--- src/rtl/snake_matrix_driver.sv ---
// Row-scanning renderer for a 16x16 two-colour LED matrix fed by the snake core.
// Optional food blinking is enabled by defining SNAKE_RENDER_BLINK_EN.
module snake_matrix_driver #(
   parameter int ROW_CYCLES   = 1000,
   parameter int BLINK_FRAMES = 8
) (
   input  logic         Clk,
   input  logic         Reset,
   input  logic [7:0]   Food,
   input  logic [3:0]   Length,
   input  logic [127:0] Locations_Flat,
   output logic [15:0]  Row_Sel,
   output logic [15:0]  Col_Head,
   output logic [15:0]  Col_Snake,
   output logic [15:0]  Col_Food,
   output logic         Frame_Start
);

   typedef enum logic [1:0] {SNAP, BUILD, SHOW} state_t;

   localparam logic [15:0] DWELL_LAST = 16'(ROW_CYCLES - 1);

   state_t      state, state_nx;
   logic [7:0]  food_s;
   logic [3:0]  len_s;
   logic [7:0]  loc_s [16];
   logic [3:0]  row;
   logic [3:0]  seg;
   logic [15:0] dwell;
   logic [15:0] head_b, snake_b, food_b;
   logic        phase;
   logic        dwell_done;

   assign dwell_done = (dwell == DWELL_LAST);

   always_comb begin
      state_nx    = state;
      Row_Sel     = '0;
      Col_Head    = '0;
      Col_Snake   = '0;
      Col_Food    = '0;
      Frame_Start = 1'b0;
      case (state)
         SNAP: begin
            // The snapshot edge only happens when reset is released.
            Frame_Start = Reset;
            state_nx    = BUILD;
         end
         BUILD: begin
            if (seg == 4'd15) state_nx = SHOW;
         end
         SHOW: begin
            Row_Sel   = 16'd1 << row;
            Col_Head  = head_b;
            Col_Snake = snake_b;
            Col_Food  = phase ? 16'd0 : food_b;
            if (dwell_done) state_nx = (row == 4'd15) ? SNAP : BUILD;
         end
         default: state_nx = SNAP;
      endcase
   end

   always_ff @(posedge Clk) begin
      if (!Reset) begin
         state   <= SNAP;
         row     <= '0;
         seg     <= '0;
         dwell   <= '0;
         food_s  <= '0;
         len_s   <= '0;
         head_b  <= '0;
         snake_b <= '0;
         food_b  <= '0;
         for (int k = 0; k < 16; k++) loc_s[k] <= '0;
      end else begin
         state <= state_nx;
         case (state)
            SNAP: begin
               food_s  <= Food;
               len_s   <= Length;
               for (int k = 0; k < 16; k++) loc_s[k] <= Locations_Flat[127-8*k -: 8];
               row     <= '0;
               seg     <= '0;
               dwell   <= '0;
               head_b  <= '0;
               snake_b <= '0;
               food_b  <= '0;
            end
            BUILD: begin
               // One segment slot per cycle; slots beyond the length are ignored.
               seg   <= seg + 4'd1;
               dwell <= '0;
               if (seg <= len_s && loc_s[seg][7:4] == row) begin
                  if (seg == 4'd0) head_b[loc_s[seg][3:0]]  <= 1'b1;
                  else             snake_b[loc_s[seg][3:0]] <= 1'b1;
               end
               if (seg == 4'd0 && food_s[7:4] == row) food_b[food_s[3:0]] <= 1'b1;
            end
            SHOW: begin
               if (dwell_done) begin
                  dwell   <= '0;
                  head_b  <= '0;
                  snake_b <= '0;
                  food_b  <= '0;
                  if (row != 4'd15) row <= row + 4'd1;
               end else begin
                  dwell <= dwell + 16'd1;
               end
            end
            default: ;
         endcase
      end
   end

`ifdef SNAKE_RENDER_BLINK_EN
   logic [7:0] frame_cnt;

   // frame_cnt holds the number of frames already started in the current phase.
   always_ff @(posedge Clk) begin
      if (!Reset) begin
         frame_cnt <= '0;
         phase     <= 1'b0;
      end else if (state == SNAP) begin
         if (frame_cnt == 8'(BLINK_FRAMES)) begin
            phase     <= ~phase;
            frame_cnt <= 8'd1;
         end else begin
            frame_cnt <= frame_cnt + 8'd1;
         end
      end
   end
`else
   // No blinking: BLINK_FRAMES is at least 1, so the phase is tied to 0.
   assign phase = (BLINK_FRAMES < 1);
`endif

endmodule
--- config.mk ---
export PLATFORM = sky130hd
export DESIGN_NAME = snake_matrix_driver
export DESIGN_NICKNAME = d
export VERILOG_FILES = /design/src/rtl/snake_matrix_driver.sv
export SDC_FILE = /design/constraint.sdc
export NUM_CORES = 1
export LEC_CHECK = 0
export BUFFER_PORTS_ARGS = -buffer_cell sky130_fd_sc_hd__buf_2
export CAP_MARGIN = 20
export CORE_ASPECT_RATIO = 2
export CORE_UTILIZATION = 35
export CTS_CLUSTER_DIAMETER = 100
export DETAILED_ROUTE_END_ITERATION = 10
export PLACE_DENSITY_LB_ADDON = 0.15
export SYNTH_ARGS = -nofsm -noshare
export SYNTH_HDL_FRONTEND = slang
export SYNTH_SLANG_ARGS = --single-unit
--- constraint.sdc ---
create_clock -name Clk -period 6.7 [get_ports Clk]
set_clock_uncertainty 0.2 [all_clocks]
set_input_delay 0.67 -clock Clk [delete_from_list [all_inputs] [get_ports Clk]]
set_output_delay 0.67 -clock Clk [all_outputs]
set_load 0.02 [all_outputs]
## After elaboration in Yosys (flattened, before gate mapping)

Memory sizes are Yosys's and may differ from the RTL's. A register that Yosys moved wholly into a read port is not among the register bits.
Cells that the tools add are included.
W data, S select, Z words.

| operators by class | value |
|---|---|
| $add $sub $neg | 3 |
| magnitude comparators | 5 |
| equality and inequality tests | 15 |
| shift operators | 1 |
| muxes and demuxes | 50 |
| bitwise logic cells | 19 |
| reductions and logical operators | 16 |

Operators by type and width:

| cell | number |
|---|---|
| $mux W16 | 11 |
| $pmux W16 S3 | 3 |
| $mux W8 | 16 |
| $or A16 B16 Y16 | 3 |
| $pmux W16 S2 | 1 |
| $add A16 B1 Y16 const B | 1 |
| $eq A16 B10 Y1 const B | 1 |
| $mux W4 | 4 |
| $or A1 B1 Y1 | 16 |
| $pmux W4 S2 | 2 |
| $shl A1 B4 Y16 const A | 1 |
| $ne A2 B2 Y1 const B | 7 |
| $lt A4 B5 Y1 const B | 2 |
| $add A4 B1 Y4 const B | 2 |
| $demux W1 S4 | 2 |
| $eq A4 B4 Y1 | 2 |
| $eq A4 B4 Y1 const B | 2 |
| $ge A4 B1 Y1 const B | 2 |
| $mux W1 | 8 |
| $reduce_and A4 Y1 | 2 |
| $pmux W2 S3 | 1 |
| $reduce_and A3 Y1 | 2 |
| $reduce_bool A2 Y1 | 3 |
| $le A4 B4 Y1 | 1 |
| 10 further kinds | 14 |

| word-level totals | value |
|---|---|
| flip-flop bits (word level) | 86 |
| RAM bits | 128 |
| input bits | 142 |
| logic and storage cells | 119 |
| memories | 1 |

Memories:

| name | depth | width | read ports | clocked after memory_dff | write ports | line | text |
|---|---|---|---|---|---|---|---|
| loc_s | 16 | 8 | 1 | 1 | 16 | 26 | `logic [7:0] loc_s [16];` |

## Longest topological paths before layout

| depth | value |
|---|---|
| depth in word-level cells | 8 |
| depth in mapped cells | 10 |
| gate-level depth less buffers | 8 |

## Worst setup path after synthesis

OpenSTA, ideal clock, no wires.

| timing | value |
|---|---|
| kind | input port to flip-flop |
| start point | in Reset |
| end point | mem loc_s[0][0], enable pin |
| library setup time | 484 ps |
| arrival | 3682 ps |
| slack | 2333 ps |
| stages | 4 |
| path buffers | 1 |
| path through | clkbuf_1 clkinv_1 nor2_1 inv_1 |

RTL lines:

| item | line | text |
|---|---|---|
| from (decl) | 8 | `input logic Reset,` |
| to (decl) | 26 |  |

## Final worst setup path

| timing | value |
|---|---|
| start point | reg state[1] |
| end point | out Row_Sel[1] |

| on the way | value |
|---|---|
| cells in the longest elaborated chain, start to end | 2 |

Ends and longest elaborated chain:

| item | line | text |
|---|---|---|
| from (decl) | 23 | `state_t state, state_nx;` |
| from (signal assigned) | 76 | `state <= state_nx;` |
| $eq A2 B2 Y1 | 43 | `case (state)` |
| $mux W16 | 43 |  |
| to (decl) | 12 | `output logic [15:0] Row_Sel,` |

Every way passes these cells.

==> flow_summary.json <==
{
  "clk_latency_ns": 0.51,
  "antenna_found_initial": 0,
  "timing.fmax_ghz": 0.298,
  "numClockSinks": 218,
  "antenna-diode-count": 0,
  "crit_path_top_delay_cell": "dfxtp_1",
  "netlist_area_um2": 10000,
  "p_per_area_nw_per_um2": 251,
  "path_clk_slew_ns": 0.06,
  "whs_ns": 0.189,
  "synth_nets": 1021,
  "setup_tns_ns": 0,
  "crit_buf_inv": 2,
  "cts_repair_resize_count": 0,
  "path_class": "register to output port",
  "firstDrtPassIters": 6,
  "cts.path.max_buffers": 3,
  "gp_congestion": 0.773,
  "die_area_um2": 29400,
  "grt_usage": 0.172,
  "synthToLayoutAreaGrowth_pct": 19.9,
  "drc": 0,
  "coreArea_um2": 28200,
  "grt_first_pass_wirelength_um": 38900,
  "cts_hold_buf": 0,
  "synth-edff-count": 128,
  "path_cells": "nor2b_2, buf_4, nand2_1, nor3_1, buf_2",
  "critPathLaunchType": "register",
  "yosys_warnings": 0,
  "viasPerCell": 5.06,
  "start_util": 0.356,
  "drive_gt1_frac": 0.285,
  "cts_buffers": 22,
  "final_area_um2": 12000,
  "row_count": 87,
  "ios": 207,
  "synth_area_leaders": "edfxtp_1 38%, dfxtp_1 18%, mux4_2 6.7%",
  "setup_viol": 0,
  "synthCells": 866,
  "status": "complete, no violations",
  "layout_min_cycle_time_ns": 3.35,
  "vias": 7158,
  "relSlewSlack": 0.270,
  "antenna_left": 0,
  "cts_setup_buffers": 0,
  "wl_per_cell_um": 17.5,
  "worstPathRequired_ns": 5.83,
  "yosysSeqAreaShare": 0.562,
  "cp_max_fo": 55,
  "synth_top_area_cell": "edfxtp_1",
  "grt_max_degree": 137,
  "grt_pass1_vias": 7397,
  "die_w_um": 122,
  "drtIter0Drc": 360,
  "synthFlopType": "edfxtp_1",
  "cp.arrival_ns": 2.48,
  "dp_hpwl_um": 18000,
  "ir_drop_mv": 0.167,
  "end_kind": "output port",
  "post-route-period-util": 0.500,
  "io_buffers": 206,
  "avgSynthCellArea_um2": 11.6,
  "routed_wl_um": 24700,
  "die_h_um": 242,
  "power.total_mw": 3.02,
  "cts_root_buf": "clkbuf_16",
  "cpLargestDelayFamily": "flip-flops",
  "synth-seq-cells": 218,
  "utilization": 0.427,
  "grt.overflow.total": 0,
  "synth_cell_types": 60,
  "tightest_slew_ns": 1.09,
  "cts_tree": "done",
  "nets": 1199,
  "final_hold_viol_count": 0,
  "finalMaxSlewViolations": 0,
  "synth_top_cell_area_share": 0.383,
  "place_area_um2": 11300,
  "fillers": 2722,
  "hp-class": "input port to register",
  "async_reset_ff_frac": 0,
  "htreeDepth": 1,
  "max_cap_viol_count": 0,
  "rsz0062_at_grt": "no",
  "leakagePower_nw": 5.01,
  "max_stage_delay_ns": 0.78
}
final cells by class:
type / instances / area (um2) / share of cell area
tap: 356 / 445 / 0.0370
clock buffer: 26 / 587 / 0.0487
clock inverter: 14 / 123 / 0.0102
timing repair buffer: 215 / 1100 / 0.0912
multi-input combinational: 574 / 4100 / 0.340
inverter: 13 / 51.3 / 0.00426
sequential: 218 / 5650 / 0.469
where the power goes:
part,switching (mW),internal (mW),total [mW]
Sequential,0.0330,1.50,1.54
Combinational,0.151,0.116,0.267
Clock,0.511,0.704,1.21
Total,0.695,2.32,3.02
layout by cell type, fill, tap and decap left out, drive strengths merged, types with 6 or more instances in the layout:
cell and instances:
inv 12, xnor2 10, o41ai 6, clkinv 10
nor3b 6, ha 13, a22o 9, nand2 74
and3 91, clkbuf 26, buf 215, edfxtp 128
o21ai 29, o31ai 8, nor2b 8, and2 98
nand3 24, dfxtp 90, a21oi 21, mux2i 20
nor3 10, nor4 7, nand4 11, mux4 30
nor2 56
kinds of logic after synthesis:
logic type / after synthesis / synth area share
buffers and inverters: 74 / 0.0315
adder cells (fa/ha/maj): 13 / 0.0162
XOR/XNOR: 14 / 0.0137
AND/OR/NAND/NOR: 396 / 0.218
AO/OA/AOI/OAI: 99 / 0.0689
flip-flops: 218 / 0.562
multiplexers: 52 / 0.0894
synthesized netlist by cell type (all sizes together) (13+ instances only):
master / number
dfxtp: 90
o21ai: 29
nand2: 74
and2: 98
nand3: 24
edfxtp: 128
nor2: 56
and3: 91
ha: 13
mux4: 30
buf: 14
a21oi: 21
clkbuf: 47
mux2i: 20
sequential cells by signal (all words and copies together) (netlist names), named ones only:
name,flops
loc_s,128
dwell,16
food_b,16
head_b,16
snake_b,16
food_s,8
len_s,4
row,4
seg,4
state,2
final timing paths:
| path | start | endpoint | slack [ns] | cells after the start |
|---|---|---|---|---|
| worst min register to register | head_b[4]$_SDFFE_PN0P_ | head_b[4]$_SDFFE_PN0P_ | 0.24 | 2 |
| worst min-delay path | Food[0] | food_s[0]$_SDFFE_PN0P_ | 0.19 | 2 |
| worst max-delay path | state[1]$_SDFFE_PN0P_ | Row_Sel[1] | 3.35 | 5 |
| worst max register to register | register | snake_b[8]$_SDFFE_PN0P_ | 3.42 | 6 |
per-stage QoR:
stage	instances	worst slack [ns]
floorplan	866	2.33
global placement	1375	3.11
detailed placement	1376	3.00
CTS	1416	3.28
global route	1416	3.04
finish	1416	3.35
per-layer routing:
metal | track usage | share of wire | wire, um | up-vias
met5 | 0 | 0 | 0 | -
met4 | 0.0661 | 0.028 | 686 | 0
met3 | 0.0212 | 0.045 | 1110 | 31
met2 | 0.331 | 0.56 | 13700 | 209
met1 | 0.183 | 0.37 | 9200 | 3414
li1 | - | - | - | 3504
Power figures use the tool's default switching activity.
